[src/rtl/kernel_loader.sv]
// Write sequencer for the 32-unit kernel coefficient store: unit-fastest stream ordering, one-hot enables.
// Optional running checksum of accepted coefficients is enabled by defining KERNEL_LOADER_CHECKSUM_EN.
module kernel_loader #(
    parameter int WIDTH    = 16,
    parameter int NUM_COEF = 18
) (
    input  logic                clk,
    input  logic                reset,
    input  logic                start,
    input  logic [WIDTH-1:0]    coef_in,
    input  logic                coef_valid,
    output logic                coef_ready,
    output logic [4:0]          KERNEL_write_addr,
    output logic [WIDTH-1:0]    KERNEL_din,
    output logic [31:0]         KERNEL_we,
    output logic                busy,
    output logic                done,
    output logic [WIDTH+9:0]    checksum
);

    typedef enum logic [1:0] {IDLE, LOAD, DRAIN, DONE} state_t;

    localparam logic [4:0] LAST_ADDR = 5'(NUM_COEF - 1);

    state_t     state;
    logic [4:0] unit_cnt;
    logic [4:0] addr_cnt;
    logic       accept;

    assign accept = (state == LOAD) && coef_valid && coef_ready;

    always_ff @(posedge clk) begin
        if (reset) begin
            state             <= IDLE;
            unit_cnt          <= '0;
            addr_cnt          <= '0;
            coef_ready        <= 1'b0;
            KERNEL_we         <= '0;
            KERNEL_write_addr <= '0;
            KERNEL_din        <= '0;
            busy              <= 1'b0;
            done              <= 1'b0;
        end else begin
            KERNEL_we <= '0;
            done      <= 1'b0;
            case (state)
                IDLE: begin
                    if (start) begin
                        unit_cnt   <= '0;
                        addr_cnt   <= '0;
                        coef_ready <= 1'b1;
                        busy       <= 1'b1;
                        state      <= LOAD;
                    end
                end
                LOAD: begin
                    if (accept) begin
                        KERNEL_we         <= 32'(1) << unit_cnt;
                        KERNEL_write_addr <= addr_cnt;
                        KERNEL_din        <= coef_in;
                        unit_cnt          <= unit_cnt + 5'd1;
                        // Unit counter wraps 31->0 naturally; the address steps on that wrap.
                        if (unit_cnt == 5'd31) begin
                            addr_cnt <= addr_cnt + 5'd1;
                            if (addr_cnt == LAST_ADDR) begin
                                coef_ready <= 1'b0;
                                state      <= DRAIN;
                            end
                        end
                    end
                end
                DRAIN: begin
                    done  <= 1'b1;
                    state <= DONE;
                end
                DONE: begin
                    busy  <= 1'b0;
                    state <= IDLE;
                end
                default: state <= IDLE;
            endcase
        end
    end

`ifdef KERNEL_LOADER_CHECKSUM_EN
    always_ff @(posedge clk) begin
        if (reset) begin
            checksum <= '0;
        end else if (state == IDLE && start) begin
            checksum <= '0;
        end else if (accept) begin
            checksum <= checksum + {{10{1'b0}}, coef_in};
        end
    end
`else
    assign checksum = '0;
`endif

endmodule
[config.mk]
export PLATFORM = sky130hd
export DESIGN_NAME = kernel_loader
export DESIGN_NICKNAME = d
export VERILOG_FILES = /design/src/rtl/kernel_loader.sv
export SDC_FILE = /design/constraint.sdc
export NUM_CORES = 1
export LEC_CHECK = 0
export CAP_MARGIN = 0
export CORE_MARGIN = 3
export CORE_UTILIZATION = 34
export CTS_CLUSTER_DIAMETER = 150
export CTS_CLUSTER_SIZE = 25
export DETAILED_ROUTE_END_ITERATION = 8
export SETUP_SLACK_MARGIN = 0.05
export SLEW_MARGIN = 20
export SYNTH_ARGS = -nofsm -noshare
export SYNTH_HDL_FRONTEND = slang
export SYNTH_SLANG_ARGS = --single-unit
[constraint.sdc]
create_clock -name clk -period 1.82 [get_ports clk]
set_input_delay 0.364 -clock clk [delete_from_list [all_inputs] [get_ports clk]]
set_output_delay 0.364 -clock clk [all_outputs]
set_load 0.02 [all_outputs]
Yosys cells after proc, flatten, opt, wreduce, memory -nomap -nowiden
Cells that the tools add are included.
{"block": "word_totals", "reg_bits": 68, "inputBits": 20}
{"block": "classes", "n_addsub": 2, "n_eq_ne": 9, "shifts": 1, "mux": 18, "bitwise": 2, "reduce_logical": 12}
{"operator": "$shl A1 B5 Y32 const A", "count": 1}
{"operator": "$mux W5", "count": 4}
{"operator": "$pmux W5 S2", "count": 2}
{"operator": "$add A5 B1 Y5 const B", "count": 2}
{"operator": "$eq A5 B5 Y1 const B", "count": 2}
{"operator": "$mux W2", "count": 4}
{"operator": "$pmux W2 S4", "count": 1}
{"operator": "$reduce_and A4 Y1", "count": 2}
{"operator": "$mux W1", "count": 5}
{"operator": "$reduce_and A5 Y1", "count": 1}
{"operator": "$eq A2 B2 Y1 const B", "count": 2}
{"operator": "$ne A2 B1 Y1 const B", "count": 2}
{"operator": "$ne A2 B2 Y1 const B", "count": 2}
{"operator": "$pmux W1 S2", "count": 2}
{"operator": "$reduce_and A2 Y1", "count": 2}
{"operator": "$reduce_bool A2 Y1", "count": 2}
{"operator": "$reduce_and A3 Y1", "count": 1}
{"operator": "$reduce_or A3 Y1", "count": 1}
{"operator": "$eq A2 B1 Y1 const B", "count": 1}
{"operator": "$logic_and A1 B1 Y1", "count": 2}
{"operator": "$logic_not A2 Y1", "count": 1}
{"operator": "$not A1 Y1", "count": 2}

Longest topological paths before layout
Gate-level depths: netlist of the first run.
{"block": "depth", "word_depth": 5, "mapped_depth": 8, "depth_no_buf": 7}

Worst setup path after synthesis of the first run
No wires, ideal clock.
{"block": "synth_path", "path_type": "reg-to-reg", "from": "register unit_cnt[0]", "to": "register addr_cnt[0]", "setup_ns": 0.128, "t_arrival_ns": 1.480, "t_required_ns": 1.692, "slack_ns": 0.212, "stages_incl_launch_ff": 8, "path_buffers": 0, "synth_period_minus_slack_ns": 1.608, "path_cell_list": "dfxtp_1 -> ha_1 -> and3_1 -> ha_1 -> nand3_1 -> a21oi_1 -> mux2i_1 -> nor2_1"}
{"block": "synth_between", "elab_chain_len": 3}
{"item": "from (decl)", "line_no": "26", "rtl": "logic [4:0] unit_cnt;"}
{"item": "from (signal assigned)", "line_no": "61", "rtl": "unit_cnt <= unit_cnt + 5'd1;"}
{"item": "$eq A5 B5 Y1", "line_no": "63", "rtl": "if (unit_cnt == 5'd31) begin"}
{"item": "$ne A2 B1 Y1 (no line)"}
{"item": "$reduce_and A4 Y1 (no line)"}
{"item": "to (signal assigned)", "line_no": "64", "rtl": "addr_cnt <= addr_cnt + 5'd1;"}
{"item": "to (decl)", "line_no": "27", "rtl": "logic [4:0] addr_cnt;"}
No other way between the ends.
A chain may end at the register's enable or synchronous reset.

Final worst setup path of the first run
{"block": "layout_path", "from": "register KERNEL_write_addr[4]", "to": "output port KERNEL_write_addr[4]"}
{"item": "from (decl)", "line_no": "13", "rtl": "output logic [4:0] KERNEL_write_addr,"}
{"item": "from (signal assigned)", "line_no": "59", "rtl": "KERNEL_write_addr <= addr_cnt;"}
No word-level cell between the ends.

==> results.rst, run 1 <==
.. list-table::
   :header-rows: 1

   * - Metric
     - Value
   * - Starting density of the core
     - 0.355
   * - Slowest Stage Delay on Critical Path
     - 620 ps
   * - Count of boundary I/O pins
     - 102
   * - DR WL/cell
     - 11.5 um
   * - Data required time of the critical path
     - 1460 ps
   * - Site Rows
     - 31
   * - Post-synthesis simple-gate area fraction
     - 0.194
   * - Combinational group share of total power
     - 0.217
   * - Critical path startpoint category
     - flop
   * - Post-synthesis compound-gate area fraction
     - 0.0953
   * - Switching power as a share of total power
     - 0.305
   * - Multi-input gate area
     - 1090 sq um
   * - Max capacitance violation total
     - 0
   * - Xor/xnor share of the synthesized area
     - 0.0101
   * - Port Buffers
     - 75
   * - Fraction of synthesized area in multiplexers
     - 0.00766
   * - Level count of the clock H-tree
     - 3
   * - Min Clock Period, post-route
     - 1660 ps
   * - Clock transition at the registers of the reported paths
     - 70 ps
   * - Count of cells resized by post-cts repair
     - 1
   * - Register bit count reported by yosys
     - 68
   * - Pin count of the biggest net entering global routing
     - 32
   * - Vias in the first global route
     - 2061
   * - Number of clock buffers inserted by TritonCTS
     - 9
   * - Clock network fraction of total power
     - 0.337
   * - Detailed router's first-iteration violation count
     - 65
   * - Max Clk Rate
     - 602 MHz
   * - HPWL after detailed placement
     - 4.13 mm
   * - Total area of sequential cells
     - 1360 sq um
   * - Peak ir drop on the vdd network
     - 461 uV
   * - Cell type group with the largest total delay on the critical path
     - buffers and inverters
   * - Root Buffer Master
     - clkbuf_8
   * - Area enclosed by the die boundary
     - 8780 sq um
   * - Yosys warns
     - 0
   * - Hold Violations, Final
     - 0
   * - Drt pass-1 iters
     - 4
   * - Overall Global Routing Usage
     - 0.134
   * - Area inside the core boundary
     - 7370 sq um
   * - Data arrival time of the critical path
     - 1300 ps
   * - Post-route setup TNS
     - 0 ps
   * - Worst skew pair latency
     - 340 ps
   * - Clk sink count
     - 68
   * - Vias after detailed routing
     - 2130
   * - Worst-case clock buffer depth
     - 2
   * - Largest fanout on the critical path
     - 2
   * - Number of post-CTS setup repair buffers
     - 0
   * - Count of hold-fix buffers inserted at cts
     - 0
   * - Final setup violating endpoints
     - 0
   * - Net switching power
     - 1100 uW
   * - Final net count
     - 418
   * - Routed Antenna Nets
     - 0
   * - Power, Total
     - 3620 uW
   * - PwrDens
     - 986 nW/um^2
   * - Critical path endpoint category
     - output port
   * - Synthesized-area fraction occupied by adder cells
     - 0.0622
   * - Routed via count divided by cell count
     - 4.36
   * - Fraction of final layout cells with drive strength greater than 1
     - 0.0974
   * - Cells after synthesis
     - 300
   * - Buffer and inverter count on the worst path
     - 1
   * - Crit-path slowest cell
     - clkdlybuf4s50_1
   * - Final core occ
     - 0.498
   * - Ant diodes
     - 0
   * - Register area share after synthesis
     - 0.521
   * - Critical path type
     - reg -> out
   * - Fin Clk Skew
     - 7.32 ps
   * - Total wire length after detailed routing
     - 5.64 mm
   * - Die width
     - 93.7 um
   * - Initial antenna violation count
     - 0
   * - Mean area per synthesized cell
     - 8.71 sq um
   * - P_int
     - 2520 uW
   * - Netlist Area Pre-Place
     - 2610 sq um
   * - Hold/Removal Path Class
     - reg -> reg
   * - Flop pwr share
     - 0.446
   * - Setup repair after global routing missed its margin
     - yes
   * - CTS tree
     - done
   * - Final max-slew violation count
     - 0
   * - Global placement routability congestion
     - 0.754
   * - Hold_ws
     - 453 ps
   * - Height of the chip
     - 93.7 um
   * - Dominant combinational cell family by area after synthesis
     - simple AND/OR/NAND/NOR gates
   * - Global-route wire length before repair
     - 9.28 mm
   * - Outcome
     - finished, final reports clean
   * - Static leakage
     - 0.00138 uW
   * - Detailed-route DRC error count
     - 0
   * - Sequence of cells on the critical path
     - clkdlybuf4s50_1
   * - GRT Residual Overflow
     - 0
   * - Area added between synthesis and finish
     - 40.5%
   * - Filler cell count in the final layout
     - 736
   * - Final clock period utilization by the worst path
     - 0.913
   * - Unique cell type count in the Yosys netlist
     - 30
registers in the layout, indices dropped and copies added (netlist names):
name / count
addr_cnt: 5
KERNEL_write_addr: 5
coef_ready: 1
done: 1
busy: 1
state: 2
KERNEL_din: 16
unit_cnt: 5
KERNEL_we: 32
per-layer routing:
layer	part of all wire	vias up	track usage	wire length, um
met3	0.089	4	0.0553	501
met4	0.0067	0	0.0650	38
li1	-	1091	-	-
met5	0	-	0	0
met1	0.42	953	0.148	2370
met2	0.48	82	0.222	2730
through the flow:
step / area [sq um] / worst slack [ps] / std cells
CTS: 3640 / 124 / 489
floorplan: 2710 / 212 / 325
finish: 3670 / 158 / 489
detailed placement: 3440 / 15.7 / 473
global placement: 3440 / 56.5 / 473
global route: 3670 / 37.3 / 489
layout by cell type, fill, tap and decap left out:
cell type,n
nor3_1,2
a21oi_2,1
buf_4,11
ha_1,12
mux2i_1,2
or3_1,1
nor4_1,1
a41o_1,2
nand4_1,3
o21ai_0,2
dlygate4sd2_1,1
buf_12,1
a22oi_1,2
dfxtp_2,1
nor2_1,47
nor2b_1,2
a311oi_1,1
o21a_1,1
nand2_1,49
clkbuf_8,9
xnor2_1,3
clkinv_2,2
nand3_2,1
a221oi_1,1
ha_2,1
dfxtp_1,67
nand2b_1,3
clkinv_4,3
a211oi_2,4
clkdlybuf4s50_1,74
and3_1,2
bufinv_16,1
nand3_1,10
inv_6,1
or2_2,1
a21oi_1,27
inv_1,11
a21o_2,1
conb_1,26
final cells by class:
cell class | instances | share of cell area
inverters | 11 | 0.0112
clock inverters | 7 | 0.0204
clock buffers | 9 | 0.0337
repair buffers | 87 | 0.232
well taps | 99 | 0.0337
multi-input cells | 208 | 0.298
flip-flops and latches | 68 | 0.371
Yosys cell counts (all sizes together):
cell    instances  area [sq um]
a211oi          4          30.0
a21o            1          8.76
a21oi          28           140
a221oi          1          8.76
a22oi           2          15.0
a311oi          1          8.76
a41o            2          20.0
and3            2          12.5
buf            29           209
clkbuf          9          33.8
conb            1          3.75
dfxtp          68          1360
ha             13           163
inv            11          41.3
mux2i           2          20.0
nand2          49           184
nand2b          3          18.8
nand3          11          55.1
nand4           3          18.8
nor2           47           176
nor2b           2          12.5
nor3            2          10.0
nor4            1          6.26
o21a            1          7.51
o21ai           2          10.0
or2             1          6.26
or3             1          6.26
xnor2           3          26.3
worst min-delay path: stages, from the launching register on:
cell and delay (ps):
dfxtp_1 310, nand2_1 50, a21oi_1 50
path summary, 6_finish.rpt:
path / from / endpoint / slack [ps] / depth (start not counted)
max reg2reg: state[0] / unit_cnt[3] / 180 / 6
min: KERNEL_din[0] / KERNEL_din[0] / 450 / 2
max: KERNEL_write_addr[4] / KERNEL_write_addr[4] / 160 / 1
min reg2reg: KERNEL_din[0] / KERNEL_din[0] / 450 / 2
cells by family after synthesis:
logic type	count (synthesis)
AO/OA/AOI/OAI	42
XOR/XNOR	3
adder cells (fa/ha/maj)	13
buffers and inverters	49
flip-flops	68
multiplexers	2
other	1
AND/OR/NAND/NOR	122
power groups by stage:
stage	Sequential [uW]	Combinational [uW]	Clock, uW
after CTS	1610	760	1270
after global routing	1620	868	1340
after floorplan	1680	481	0
final	1610	785	1220
after global placement	1640	754	0
after detailed placement	1650	762	0
Note: power is estimated with default switching activity, not from simulation.
==> run 2: changes to the inputs <==
Settings changed: CORE_ASPECT_RATIO from default to 0.8.
==> run 2 against run 1 <==
Clock skew grew 2.3 ps. Sequential cell count is the same. Combinational power is essentially flat. Largest power group unchanged.
==> results.rst, run 2 (synthesized netlist as in run 1, its figures left out) <==
.. list-table::
   :header-rows: 1

   * - Metric
     - Value
   * - Outcome
     - finished, final reports clean
   * - Count of boundary I/O pins
     - 102 (unchanged)
   * - Power, Total
     - 3760 uW (+3.9%)
   * - Worst setup slack after placement
     - 25.8 ps (+10.1 ps)
   * - Flip-flop count of the largest register, all copies and words added
     - 32 (unchanged)
   * - Global-route wire length before repair
     - 9.58 mm (+3.3%)
   * - CTS tree
     - done
   * - Port Buffers
     - 75 (unchanged)
   * - HPWL after detailed placement
     - 4.30 mm (+3.9%)
   * - Final max-slew violation count
     - 0 (unchanged)
   * - Setup repair after global routing missed its margin
     - yes
   * - Clk sink count
     - 68 (unchanged)
   * - Clock transition at the registers of the reported paths
     - 80 ps (about the same)
   * - Combinational group share of total power
     - 0.209 (-0.008)
   * - Starting density of the core
     - 0.365 (+0.0103)
   * - Most common cell after layout, fill and taps aside
     - clkdlybuf4s50_1
   * - Data arrival time of the critical path
     - 1930 ps (+630 ps)
   * - Global placement routability congestion
     - 0.800 (+6.1%)
   * - Area added between synthesis and finish
     - 40.7%
   * - Detailed-route DRC error count
     - 0 (unchanged)
   * - Drt pass-1 iters
     - 4 (unchanged)
   * - Site Rows
     - 27 (-13%)
   * - Post-route setup TNS
     - 0 ps (unchanged)
   * - Clock network fraction of total power
     - 0.364 (+0.027)
   * - Hold/Removal Path Class
     - reg -> reg
   * - Biggest register
     - KERNEL_we
   * - Biggest registers after layout
     - KERNEL_we x32, KERNEL_din x16
   * - Die width
     - 104 um (+11%)
   * - Most frequent cells in the layout
     - clkdlybuf4s50_1 (75), dfxtp_1 (68), nand2_1 (49)
   * - Vias in the first global route
     - 1924 (-6.6%)
   * - GRT Residual Overflow
     - 0 (unchanged)
   * - Overall Global Routing Usage
     - 0.136 (+0.00180)
   * - PwrDens
     - 1020 nW/um^2 (+3.8%)
   * - Ant diodes
     - 0 (unchanged)
   * - Routed via count divided by cell count
     - 4.31 (-0.98%)
   * - Detailed router's first-iteration violation count
     - 96 (+48%)
   * - Worst setup slack after layout
     - 121 ps (-36.7 ps)
   * - DR WL/cell
     - 11.9 um (+3.4%)
   * - Level count of the clock H-tree
     - 3 (unchanged)
   * - Pin count of the biggest net entering global routing
     - 32 (unchanged)
   * - Peak ir drop on the vdd network
     - 568 uV (+23%)
   * - Flop pwr share
     - 0.427 (-0.019)
   * - Final clock period utilization by the worst path
     - 0.933 (+0.0202)
   * - P_int
     - 2660 uW (+5.5%)
   * - Area enclosed by the die boundary
     - 8780 sq um (about the same)
   * - Max Clk Rate
     - 589 MHz (-2.2%)
   * - Largest fanout on the critical path
     - 5 (+3)
   * - Root Buffer Master
     - clkbuf_8
   * - Area inside the core boundary
     - 7160 sq um (-2.8%)
   * - Final setup violating endpoints
     - 0 (unchanged)
   * - Final net count
     - 419 (+0.24%)
   * - Data required time of the critical path
     - 2050 ps (+590 ps)
   * - Critical path startpoint category
     - flop
   * - Final core occ
     - 0.513 (+0.0151)
   * - Min Clock Period, post-route
     - 1700 ps (+36.7 ps)
   * - Fin Clk Skew
     - 9.64 ps (+2.32 ps)
   * - Initial antenna violation count
     - 0 (unchanged)
   * - Hold Violations, Final
     - 0 (unchanged)
   * - Fraction of final layout cells with drive strength greater than 1
     - 0.0818 (-0.0156)
   * - Number of post-CTS setup repair buffers
     - 0 (unchanged)
   * - Worst-case clock buffer depth
     - 2 (unchanged)
   * - Total wire length after detailed routing
     - 5.87 mm (+4.1%)
   * - Critical path type
     - reg -> reg
   * - Net switching power
     - 1110 uW (+0.19%)
   * - Height of the chip
     - 84.4 um (-9.9%)
   * - Vias after detailed routing
     - 2122 (-0.38%)
   * - Switching power as a share of total power
     - 0.294 (-0.0109)
   * - Critical path endpoint category
     - flop
   * - Worst skew pair latency
     - 350 ps (about the same)
   * - Static leakage
     - 0.00139 uW (+0.38%)
   * - Routed Antenna Nets
     - 0 (unchanged)
   * - Max capacitance violation total
     - 0 (unchanged)
   * - Number of clock buffers inserted by TritonCTS
     - 9 (unchanged)
[run 2: power groups by stage]
stage          Clock (uW)  Combinational, uW  Sequential, uW
2_1_floorplan           0                481            1680
3_3_place_gp            0                772            1640
3_5_place_dp            0                781            1640
4_1_cts              1410                782            1610
5_1_grt              1480                867            1620
6_report             1370                788            1610
[run 2: worst max-delay path: stages, from the launching register on]
cell and delay, ps:
dfxtp_1 340, ha_1 170, and3_1 160, ha_1 170, nand3_1 180, a211oi_1 350, xnor2_1 160, nor2_1 50
[run 2: final cells by class]
cell class              count  area [sq um]
fillers                   698          3480
flip-flops and latches     68          1360
multi-input cells         208          1060
repair buffers             88           861
well taps                 101           126
clock buffers               9           124
clock inverters             7          98.8
inverters                  11          41.3
[run 2: final timing paths]
kind	from	to	slack, ps	cells after the start
setup / recovery	unit_cnt[1]	addr_cnt[3]	120	7
hold / removal	KERNEL_write_addr[2]	KERNEL_write_addr[2]	450	2
setup reg to reg	unit_cnt[1]	addr_cnt[3]	120	7
hold reg to reg	KERNEL_write_addr[2]	KERNEL_write_addr[2]	450	2
[run 2: what timing repair did]
action | in CTS | in global routing
resized for setup | 0 | 1
hold buffers | 0 | 0
endpoints found under the setup margin | 0 | 16
[run 2: per-stage QoR]
stage               cells  cell area, sq um  hold slack [ps]
global placement      476              3450              441
finish                492              3680              454
CTS                   492              3670              457
floorplan             325              2710              458
detailed placement    476              3450              448
global route          492              3680              479
[run 2: per-layer routing]
layer / vias to the layer above / track usage / routed length, um
met5: - / 0 / 0
met4: 0 / 0.0616 / 87
met3: 8 / 0.0515 / 394
met2: 69 / 0.206 / 2630
met1: 949 / 0.173 / 2750
li1: 1096 / - / -
